<file path="src/rtl/fetch_unit_if.sv">
// Bundles the ROM read port and the instruction hand-off toward the decoder.
// The master side is the fetch unit. The slave side is the ROM and decoder environment.
interface fetch_unit_if #(
    parameter int c_addr_width = 8,
    parameter int c_data_width = 8
);
    logic [c_addr_width-1:0] o_rom_address;
    logic                    o_rom_enable_out;
    logic [c_data_width-1:0] i_rom_data;
    logic [c_data_width-1:0] o_instr;
    logic                    o_instr_valid;
    logic                    i_instr_ready;

    modport master (
        output o_rom_address,
        output o_rom_enable_out,
        input  i_rom_data,
        output o_instr,
        output o_instr_valid,
        input  i_instr_ready
    );

    modport slave (
        input  o_rom_address,
        input  o_rom_enable_out,
        output i_rom_data,
        input  o_instr,
        input  o_instr_valid,
        output i_instr_ready
    );
endinterface

</file>
<file path="src/rtl/fetch_unit.sv">
// Three-state instruction fetcher: IDLE parks the unit, FETCH reads the ROM, and HOLD waits for the decoder.
// A jump overrides everything except reset. The wrap flag is sticky until the next reset.
module fetch_unit #(
    parameter int c_addr_width = 8,
    parameter int c_data_width = 8,
    parameter int c_reset_pc   = 0
) (
    input  logic                    i_clk,
    input  logic                    i_rst_n,
    input  logic                    i_run,
    input  logic                    i_jump,
    input  logic [c_addr_width-1:0] i_jump_addr,
    fetch_unit_if.master            bus,
    output logic [c_addr_width-1:0] o_pc,
    output logic                    o_wrapped
);

    typedef enum logic [1:0] {
        IDLE  = 2'd0,
        FETCH = 2'd1,
        HOLD  = 2'd2
    } state_t;

    state_t                  state;
    logic [c_addr_width-1:0] pc;
    logic [c_data_width-1:0] instr;
    logic                    instr_valid;
    logic                    rom_enable;
    logic                    wrapped;

    assign bus.o_rom_address    = pc;
    assign bus.o_rom_enable_out = rom_enable;
    assign bus.o_instr          = instr;
    assign bus.o_instr_valid    = instr_valid;
    assign o_pc                 = pc;
    assign o_wrapped            = wrapped;

    // The ROM enable is registered together with the next state, so it is high exactly while in FETCH.
    always_ff @(posedge i_clk) begin
        if (!i_rst_n) begin
            state       <= IDLE;
            pc          <= c_addr_width'(c_reset_pc);
            instr       <= '0;
            instr_valid <= 1'b0;
            rom_enable  <= 1'b0;
            wrapped     <= 1'b0;
        end else if (i_jump) begin
            pc          <= i_jump_addr;
            instr_valid <= 1'b0;
            state       <= i_run ? FETCH : IDLE;
            rom_enable  <= i_run;
        end else begin
            case (state)
                IDLE: begin
                    if (i_run) begin
                        state      <= FETCH;
                        rom_enable <= 1'b1;
                    end
                end
                FETCH: begin
                    instr       <= bus.i_rom_data;
                    instr_valid <= 1'b1;
                    pc          <= pc + 1'b1;
                    if (pc == '1) begin
                        wrapped <= 1'b1;
                    end
                    state      <= HOLD;
                    rom_enable <= 1'b0;
                end
                HOLD: begin
                    if (instr_valid && bus.i_instr_ready) begin
                        instr_valid <= 1'b0;
                        state       <= i_run ? FETCH : IDLE;
                        rom_enable  <= i_run;
                    end
                end
                default: begin
                    state      <= IDLE;
                    rom_enable <= 1'b0;
                end
            endcase
        end
    end

endmodule

</file>
<file path="src/flat_wrapper.sv">
// flat-port wrapper written by rule: the top's interface ports become plain ports
module fetch_unit_flat 
#(
    parameter int c_addr_width = 8,
    parameter int c_data_width = 8,
    parameter int c_reset_pc   = 0
)
  (i_clk, i_rst_n, i_run, i_jump, i_jump_addr, o_pc, o_wrapped, bus_o_rom_address, bus_o_rom_enable_out, bus_i_rom_data, bus_o_instr, bus_o_instr_valid, bus_i_instr_ready);
  fetch_unit_if #(.c_addr_width(c_addr_width), .c_data_width(c_data_width)) bus_i ();
  input  logic i_clk;
  input  logic i_rst_n;
  input  logic i_run;
  input  logic i_jump;
  input  logic [c_addr_width-1:0] i_jump_addr;
  output logic [c_addr_width-1:0] o_pc;
  output logic o_wrapped;
  output wire logic [$bits(bus_i.o_rom_address)-1:0] bus_o_rom_address;
  output wire logic [$bits(bus_i.o_rom_enable_out)-1:0] bus_o_rom_enable_out;
  input wire logic [$bits(bus_i.i_rom_data)-1:0] bus_i_rom_data;
  output wire logic [$bits(bus_i.o_instr)-1:0] bus_o_instr;
  output wire logic [$bits(bus_i.o_instr_valid)-1:0] bus_o_instr_valid;
  input wire logic [$bits(bus_i.i_instr_ready)-1:0] bus_i_instr_ready;
  assign bus_o_rom_address = bus_i.o_rom_address;
  assign bus_o_rom_enable_out = bus_i.o_rom_enable_out;
  assign bus_i.i_rom_data = bus_i_rom_data;
  assign bus_o_instr = bus_i.o_instr;
  assign bus_o_instr_valid = bus_i.o_instr_valid;
  assign bus_i.i_instr_ready = bus_i_instr_ready;
  fetch_unit #(.c_addr_width(c_addr_width), .c_data_width(c_data_width), .c_reset_pc(c_reset_pc)) u_core (.i_clk(i_clk), .i_rst_n(i_rst_n), .i_run(i_run), .i_jump(i_jump), .i_jump_addr(i_jump_addr), .bus(bus_i), .o_pc(o_pc), .o_wrapped(o_wrapped));
endmodule
</file>
<file path="config.mk">
export PLATFORM = sky130hd
export DESIGN_NAME = fetch_unit_flat
export DESIGN_NICKNAME = d
export VERILOG_FILES = /design/src/rtl/fetch_unit_if.sv /design/src/rtl/fetch_unit.sv /design/src/flat_wrapper.sv
export SDC_FILE = /design/constraint.sdc
export NUM_CORES = 1
export LEC_CHECK = 0
export CAP_MARGIN = 20
export CORE_UTILIZATION = 60
export DETAILED_ROUTE_END_ITERATION = 8
export DONT_BUFFER_PORTS = 1
export PLACE_DENSITY = 0.78
export SETUP_SLACK_MARGIN = 0.15
export SLEW_MARGIN = 20
export SYNTH_ARGS = -nofsm -noshare
export SYNTH_HDL_FRONTEND = slang
export SYNTH_SLANG_ARGS = --single-unit
</file>
<file path="constraint.sdc">
create_clock -name i_clk -period 4.1 [get_ports i_clk]
set_clock_uncertainty 0.15 [all_clocks]
set_input_delay 1.025 -clock i_clk [delete_from_list [all_inputs] [get_ports i_clk]]
set_output_delay 1.025 -clock i_clk [all_outputs]
set_load 0.01 [all_outputs]
</file>
==> summary.txt, run 1 <==
Clocking
  – # H-tree levels: 1
  – Clk buf depth: 2
  – CTS tree: done
  – Clk slew on worst S/H paths: 0.12 ns
  – Post-CTS Setup Repair Bufs: 0
  – Root Driver: clkbuf_4
  – Clock latency on the worst-skew pair: 0.30 ns
  – Clock Sinks: 21
  – Post-CTS Resized: 0
  – Total CTS buffers: 3
  – Hold-fix buffers, CTS: 0

Timing
  – Setup TNS: 0 ns
  – Final min period: 2.12 ns
  – Final WS setup: 1.98 ns
  – Slew Viols, Final: 0
  – RSZ-0062 raised after global routing: no
  – Final setup fails: 0
  – Period Utilization, post-route: 0.516
  – Final Hold Fails: 0
  – Max Fclk: 0.473 GHz
  – Slew margin rel.: 0.601
  – Worst-Margin Slew: 0.596 ns

Pwr
  – Psw: 0.101 mW
  – Power Density: 377 nW/um^2
  – Switching Fraction: 0.276
  – Logic pwr share: 0.080
  – Final Power: 0.365 mW
  – Pint: 0.264 mW
  – VDD IR max: 242 uV
  – Clock power share: 0.276
  – Pleak: 0.339 nW
  – Sequential share of power: 0.644

Flow run
  – Max Cap Violations: 0

Yosys
  – Synth Register Bits: 21
  – Post-Syn Area: 1010 sq um
  – Avg Cell Area, Syn: 8.25 sq um
  – Mapped Cells: 122
  – Synth cell count leaders: dfxtp_1, nand2_1, a21oi_1
  – Synth top area share: 0.418
  – Post-synth net total: 144
  – Warnings from Yosys: 0
  – Primary FF master, synth: dfxtp_1
  – Ys async rst share: 0
  – Leading area contributor after synthesis: dfxtp_1
  – EDFF count, synth: 0
  – Synth area leaders: dfxtp_1, nand2_1, a21oi_1, buf_4, o21ai_0
  – Netlist cell types: 35
  – Most common cell in the netlist: dfxtp_1
  – Sequential area share after synthesis: 0.418

Detailed routing
  – Via count: 821
  – Drt pass-1 iters: 4
  – Violation count after the first detailed-route iteration: 11
  – DRC Markers: 0
  – Total wire length: 1950 um
  – Drt via density: 6.36
  – Post-route ant nets: 0
  – Wire length per cell: 15.1 um

Layout
  – Finished Layout Cells: 129
  – Layout area overhead: -3.86%
  – Nets: 136
  – Final Cell Area: 967 sq um
  – Share of layout cells above drive strength 1: 0.0619
  – Fill cell count: 148
  – N_diodes: 0

Setup path
  – Crit. End Element: flip-flop
  – CP Data Required Time: 4.18 ns
  – Crit path DAT: 2.20 ns
  – CP Class: input port to flip-flop
  – Critical path fanouts, max: 11
  – Setup crit start kind: input port
  – Worst reg-to-reg setup slack: 2.20 ns

GRT
  – First-pass GRT wire length: 3360 um
  – Vias in the first global route: 801
  – Gr usage total: 0.241
  – Largest net degree at the start of global routing: 14
  – Initial antenna violation count: 0
  – Grt total ovfl: 0

Place
  – Placed Instances: 125
  – Port bufs: 0
  – Placed Area: 940 sq um
  – Detail Placement HPWL: 1400 um
  – Pre-CTS worst setup slack: 1.66 ns
  – GP Congestion: 0.770

Floorplan
  – Initial core utilization: 0.653
  – Core Footprint: 1540 sq um
  – Chip Width: 42.9 um
  – Height of the die: 42.9 um
  – FP Rows: 14
  – Die ar.: 1840 sq um
  – Ports: 48

Run status
  – Status: finished clean

Min path
  – Hold Path Class: flip-flop to flip-flop
[placed cells by master, fill, tap and decap left out, types with 3 or more instances in the layout]
master / Yosys / routed
or3_1: 3 / 3
a31oi_1: 5 / 5
nand3_1: 3 / 3
inv_1: 6 / 6
nor2_1: 3 / 3
clkbuf_4: 0 / 3
nand2_1: 18 / 18
a21oi_1: 12 / 12
o21ai_0: 11 / 11
dfxtp_1: 21 / 21
[stage by stage]
| step | hold WS, ns | utilization |
|---|---|---|
| after global routing | 0.382 | 0.627 |
| after floorplan | 0.319 | - |
| final | 0.355 | 0.627 |
| after detailed placement | 0.341 | 0.610 |
| after CTS | 0.359 | 0.627 |
| after global placement | 0.334 | 0.610 |
[layer usage]
metal | up-vias | GRT usage | wire, um | part of all wire
li1 | 404 | - | - | -
met1 | 383 | 0.269 | 847 | 0.43
met2 | 30 | 0.412 | 928 | 0.48
met3 | 4 | 0.0723 | 150 | 0.077
met4 | 0 | 0.121 | 25 | 0.013
met5 | - | 0 | 0 | 0
[power by group through the flow]
stage	Clock, mW	Combinational, mW	Sequential (mW)
detailed placement	0	0.0295	0.240
floorplan	0	0.0390	0.233
global route	0.110	0.0348	0.237
global placement	0	0.0279	0.239
finish	0.101	0.0293	0.235
CTS	0.104	0.0297	0.235
[critical path, stage by stage]
cell and delay (ns):
or3b_1 0.49, or4_1 0.57, o211ai_1 0.11
[cell type report]
class                      instances  area, sq um  share of cell area
sequential                        21          420               0.435
clock inverter                     1         5.00             0.00517
inverter                           6         22.5              0.0233
clock buffer                       3         22.5              0.0233
tap                               16         20.0              0.0207
multi-input combinational         82          477               0.493
[final timing paths]
path                                            startpoint                                        to  depth (start not counted)
setup / recovery                                    i_jump  u_core.bus.o_rom_address[7]$_SDFFE_PN0P_                          3
hold / removal    u_core.bus.o_rom_enable_out$_SDFFE_PN0P_  u_core.bus.o_rom_enable_out$_SDFFE_PN0P_                          2
setup reg to reg              u_core.state[0]$_SDFFE_PN0P_  u_core.bus.o_rom_address[7]$_SDFFE_PN0P_                          3
hold reg to reg   u_core.bus.o_rom_enable_out$_SDFFE_PN0P_  u_core.bus.o_rom_enable_out$_SDFFE_PN0P_                          2
[sequential cells by signal, indices dropped and copies added, names as in the netlist]
register and count:
u_core.bus.o_instr 8, u_core.bus.o_rom_address 8, u_core.state 2, u_core.bus.o_rom_enable_out 1
u_core.bus.o_instr_valid 1, u_core.o_wrapped 1
[cell families (layout without fill, tap and decap cells)]
kind of cell	Yosys count	after routing	synth area share
adder cells (fa/ha/maj)	1	1	0.0124
AND/OR/NAND/NOR	41	41	0.214
multiplexers	1	1	0.00995
flip-flops	21	21	0.418
buffers and inverters	19	10	0.108
AO/OA/AOI/OAI	37	37	0.220
XOR/XNOR	2	2	0.0174
(Power assumes the default switching activity.)
==> run 2, diff against run 1 <==
clock period = 2.1 ns   (was 4.1 ns; I/O delays follow)
==> run 2 against run 1 <==
Count of clock-buffer cells in the layout did not move. Sequential share of layout area shrank 0.99 points. Non-clock buffer count rose by 3. Clock power increased by 90%. Sequential power grew 92%. Largest cell class unchanged. First-iteration DRC count rose to 3.0 times the previous value.
==> summary.txt, run 2 (synthesis gave the netlist of run 1 again) <==
Run status
  – Status: finished clean

Setup path
  – Crit path DAT: 1.78 ns
  – R2R depth: 3
  – Worst reg-to-reg setup slack: 0.40 ns
  – Critical path fanouts, max: 9
  – CP Data Required Time: 2.18 ns
  – R2r startpoint: u_core.state[0]$_SDFFE_PN0P_
  – Crit. End Element: flip-flop
  – Setup crit start kind: flip-flop
  – CP Class: flip-flop to flip-flop
  – Worst r2r dst: u_core.bus.o_rom_address[7]$_SDFFE_PN0P_

Timing
  – Final setup fails: 0
  – Final min period: 1.70 ns
  – Final Hold Fails: 0
  – Setup TNS: 0 ns
  – Period Utilization, post-route: 0.808
  – Max Fclk: 0.589 GHz
  – Slew Viols, Final: 0
  – RSZ-0062 raised after global routing: no
  – Worst-Margin Slew: 0.587 ns
  – Slew margin rel.: 0.607
  – Worst hold slack: 0.169 ns

Clocking
  – Post-CTS Resized: 0
  – Clock latency on the worst-skew pair: 0.31 ns
  – Clk slew on worst S/H paths: 0.12 ns
  – Clock Sinks: 21
  – Total CTS buffers: 3
  – # H-tree levels: 1
  – Hold-fix buffers, CTS: 0
  – Post-CTS Setup Repair Bufs: 0
  – CTS tree: done
  – Root Driver: clkbuf_4
  – Clk buf depth: 2

Floorplan
  – Core Footprint: 1540 sq um
  – Chip Width: 42.9 um
  – Ports: 48
  – FP Rows: 14
  – Initial core utilization: 0.653
  – Die ar.: 1840 sq um
  – Height of the die: 42.9 um

Detailed routing
  – Total wire length: 2030 um
  – Drt pass-1 iters: 4
  – Drt via density: 6.23
  – Via count: 823
  – Wire length per cell: 15.4 um
  – Post-route ant nets: 0
  – DRC Markers: 0
  – Violation count after the first detailed-route iteration: 33

Layout
  – Area occupied by multi-input gates: 477 sq um
  – N_diodes: 0
  – Register area: 420 sq um
  – Most common cell after layout, fill and taps aside: dfxtp_1
  – Most frequent cells in the layout: dfxtp_1, nand2_1, a21oi_1, o21ai_0, inv_1
  – Layout area overhead: -1.62%
  – Fill cell count: 146
  – Nets: 139
  – Share of layout cells above drive strength 1: 0.0862

Pwr
  – VDD IR max: 489 uV
  – Pleak: 0.354 nW
  – Power Density: 723 nW/um^2
  – Final Power: 0.715 mW

Min path
  – Hold Path Depth: 2
  – Hold Path End: u_core.state[0]$_SDFFE_PN0P_
  – Hold_sp: i_run
  – Hold Path Class: input port to flip-flop

GRT
  – GRT met3 Usage: 0.0979
  – Gr usage total: 0.236
  – Largest net degree at the start of global routing: 14
  – Vias in the first global route: 752
  – First-pass GRT wire length: 3290 um
  – Initial antenna violation count: 0
  – GR Util met1: 0.269
  – Layer with the highest usage: met2
  – M2 GR Usage: 0.427
  – Grt total ovfl: 0

Place
  – Port bufs: 0
  – Detail Placement HPWL: 1450 um
  – GP Congestion: 0.816

Flow run
  – Max Cap Violations: 0
## run 2: layout make-up
| type | instances | area share |
|---|---|---|
| Timing Repair Buffer | 3 | 0.0228 |
| Tap cell | 16 | 0.0202 |
| Clock buffer | 3 | 0.0228 |
| Clock inverter | 1 | 0.00506 |
| Sequential cell | 21 | 0.425 |
| Multi-Input combinational cell | 82 | 0.482 |
| Inverter | 6 | 0.0228 |
## run 2: worst max path at each step
stage               slack, ns                                  endpoint                         start
floorplan                0.27  u_core.bus.o_rom_address[7]$_SDFFE_PN0P_                        i_jump
global placement         0.39  u_core.bus.o_rom_address[7]$_SDFFE_PN0P_                        i_jump
detailed placement       0.37  u_core.bus.o_rom_address[7]$_SDFFE_PN0P_                        i_jump
CTS                      0.40  u_core.bus.o_rom_address[7]$_SDFFE_PN0P_  u_core.state[0]$_SDFFE_PN0P_
global route             0.32  u_core.bus.o_rom_address[7]$_SDFFE_PN0P_  u_core.state[0]$_SDFFE_PN0P_
finish                   0.40  u_core.bus.o_rom_address[7]$_SDFFE_PN0P_  u_core.state[0]$_SDFFE_PN0P_
## run 2: power breakdown
| part | switching, mW | internal [mW] |
|---|---|---|
| Combinational | 0.0406 | 0.0313 |
| Sequential | 0.0333 | 0.418 |
| Clock | 0.121 | 0.0711 |
| Total | 0.194 | 0.521 |
## run 2: critical path, cell delays in order, from the launching register on
cell and delay (ns):
dfxtp_1 0.47, or3b_1 0.39, or4_1 0.53, o211ai_1 0.09
## run 2: routing by layer
layer / part of all wire / vias to the layer above
li1: - / 409
met1: 0.43 / 370
met2: 0.49 / 42
met3: 0.071 / 2
met4: 0.0034 / 0
met5: 0 / -
## run 2: through the flow
step                utilization  cell area (sq um)  worst slack [ns]  cells
floorplan                     -               1010             0.273    122
global placement          0.624                962             0.393    128
detailed placement        0.624                962             0.373    128
CTS                       0.642                990             0.396    132
global route              0.642                990             0.322    132
finish                    0.642                990             0.402    132
==> run 3, diff against run 2 <==
clock period = 1.7 ns   (was 2.1 ns; I/O delays follow)
==> run 3 against run 2 <==
Fmax up 14%. Hold slack lost 0.10 ns. Final area up 6.6%. Global-route usage fell by 0.31 points. Non-clock buffer count rose by 8. Clock power grew 28%. First-iteration DRC count fell by 61%. Die area did not move. Combinational power increased by 74%. Register-to-register slack worse by 0.19 ns. Wire length is 1.3% lower. Largest cell class unchanged. Setup slack worse by 0.19 ns.
==> summary.txt, run 3 (synthesis gave the netlist of run 1 again) <==
Clocking
  – # H-tree levels: 1
  – Clk slew on worst S/H paths: 0.12 ns
  – CTS tree: done
  – Clock Sinks: 21
  – Clock latency on the worst-skew pair: 0.31 ns
  – Total CTS buffers: 3
  – Clk buf depth: 2
  – Root Driver: clkbuf_4
  – Hold-fix buffers, CTS: 0

Flow run
  – Max Cap Violations: 0

Min path
  – Hold Path Class: input port to flip-flop
  – Hold Path Depth: 1
  – Hold_sp: i_rst_n
  – Hold Path End: u_core.o_wrapped$_SDFFE_PN0P_

Timing
  – Period Utilization, post-route: 0.873
  – Slew margin rel.: 0.768
  – Max Fclk: 0.674 GHz
  – Worst-Margin Slew: 0.347 ns
  – Final Hold Fails: 0
  – Worst hold slack: 0.0651 ns
  – Slew Viols, Final: 0
  – Final min period: 1.48 ns
  – Final setup fails: 0
  – Setup TNS: 0 ns
  – RSZ-0062 raised after global routing: no

Layout
  – Most common cell after layout, fill and taps aside: nand2_1
  – N_diodes: 0
  – Share of layout cells above drive strength 1: 0.177
  – Layout area overhead: 4.85%
  – Fill cell count: 138
  – Most frequent cells in the layout: nand2_1, dfxtp_1, a21oi_1, o21ai_0, buf_4
  – Nets: 147
  – Register area: 425 sq um
  – Area occupied by multi-input gates: 477 sq um

Pwr
  – VDD IR max: 570 uV
  – Pleak: 0.396 nW
  – Power Density: 865 nW/um^2

Detailed routing
  – Total wire length: 2010 um
  – Wire length per cell: 14.3 um
  – Drt pass-1 iters: 4
  – Violation count after the first detailed-route iteration: 13
  – Via count: 839
  – Post-route ant nets: 0
  – Drt via density: 5.99
  – DRC Markers: 0

Setup path
  – R2R depth: 3
  – Crit path DAT: 1.58 ns
  – Worst reg-to-reg setup slack: 0.22 ns
  – Crit. End Element: flip-flop
  – Critical path fanouts, max: 4
  – Setup crit start kind: flip-flop
  – CP Data Required Time: 1.80 ns
  – R2r startpoint: u_core.state[0]$_SDFFE_PN0P_
  – Worst r2r dst: u_core.bus.o_rom_address[7]$_SDFFE_PN0P_
  – CP Class: flip-flop to flip-flop
  – Beginning of the critical path: u_core.state[0]$_SDFFE_PN0P_

Place
  – GP Congestion: 0.839
  – Port bufs: 0
  – Detail Placement HPWL: 1490 um

GRT
  – Gr usage total: 0.233
  – Initial antenna violation count: 0
  – Grt total ovfl: 0
  – Vias in the first global route: 742
  – First-pass GRT wire length: 3160 um
  – Largest net degree at the start of global routing: 14

Floorplan
  – Initial core utilization: 0.653
  – Die ar.: 1840 sq um
  – FP Rows: 14
  – Ports: 48
  – Chip Width: 42.9 um
  – Height of the die: 42.9 um
  – Core Footprint: 1540 sq um

Run status
  – Status: finished clean
[run 3: cell count changes in the layout (fill, tap and decap cells not counted)]
cell / change
dfxtp_1: -4
buf_4: +8
dfxtp_2: +4
[run 3: area by class of cell]
cell class	instances	area share
clock buffer	3	0.0214
tap	16	0.0190
multi-input combinational	82	0.452
timing repair buffer	11	0.0783
clock inverter	1	0.00474
inverter	6	0.0214
sequential	21	0.403
[run 3: worst max-delay path by stage]
stage                                               end  slack (ns)  cells past startpoint
3_5_place_dp   u_core.bus.o_rom_address[7]$_SDFFE_PN0P_        0.14                      3
2_1_floorplan  u_core.bus.o_rom_address[7]$_SDFFE_PN0P_        0.07                      4
3_3_place_gp   u_core.bus.o_rom_address[7]$_SDFFE_PN0P_        0.19                      3
4_1_cts        u_core.bus.o_rom_address[7]$_SDFFE_PN0P_        0.19                      3
6_report       u_core.bus.o_rom_address[7]$_SDFFE_PN0P_        0.22                      3
5_1_grt        u_core.bus.o_rom_address[5]$_SDFFE_PN0P_        0.15                      4
[run 3: what timing repair did]
item / 4_1_cts / 5_1_grt
setup endpoints to repair: 0 / 4
setup buffers: 0 / 0
resized for setup: 0 / 3
[run 3: metrics by stage]
stage / area [sq um] / util / setup WS, ns / total power, mW / cells
4_1_cts: 1050 / 0.682 / 0.186 / 0.914 / 140
5_1_grt: 1050 / 0.684 / 0.154 / 0.949 / 140
3_3_place_gp: 1020 / 0.664 / 0.193 / 0.671 / 136
6_report: 1050 / 0.684 / 0.216 / 0.912 / 140
2_1_floorplan: 1010 / - / 0.0675 / 0.657 / 122
3_5_place_dp: 1020 / 0.664 / 0.142 / 0.676 / 136
[run 3: metal layers]
layer,up-vias,routed length (um),track usage,part of all wire
li1,420,-,-,-
met1,381,867,0.273,0.43
met2,33,943,0.391,0.47
met3,5,156,0.0723,0.078
met4,0,41,0.0970,0.020
met5,-,0,0,0
[run 3: critical path: stages, from the launching register on]
cell and delay (ns):
dfxtp_1 0.39, or3b_1 0.38, or4_1 0.41, o211ai_1 0.09
[run 3: where the power goes]
group | switching, mW | leakage, nW | total, mW | internal, mW
Clock | 0.158 | 0.0177 | 0.246 | 0.0881
Combinational | 0.0719 | 0.205 | 0.125 | 0.0534
Sequential | 0.0220 | 0.174 | 0.540 | 0.518
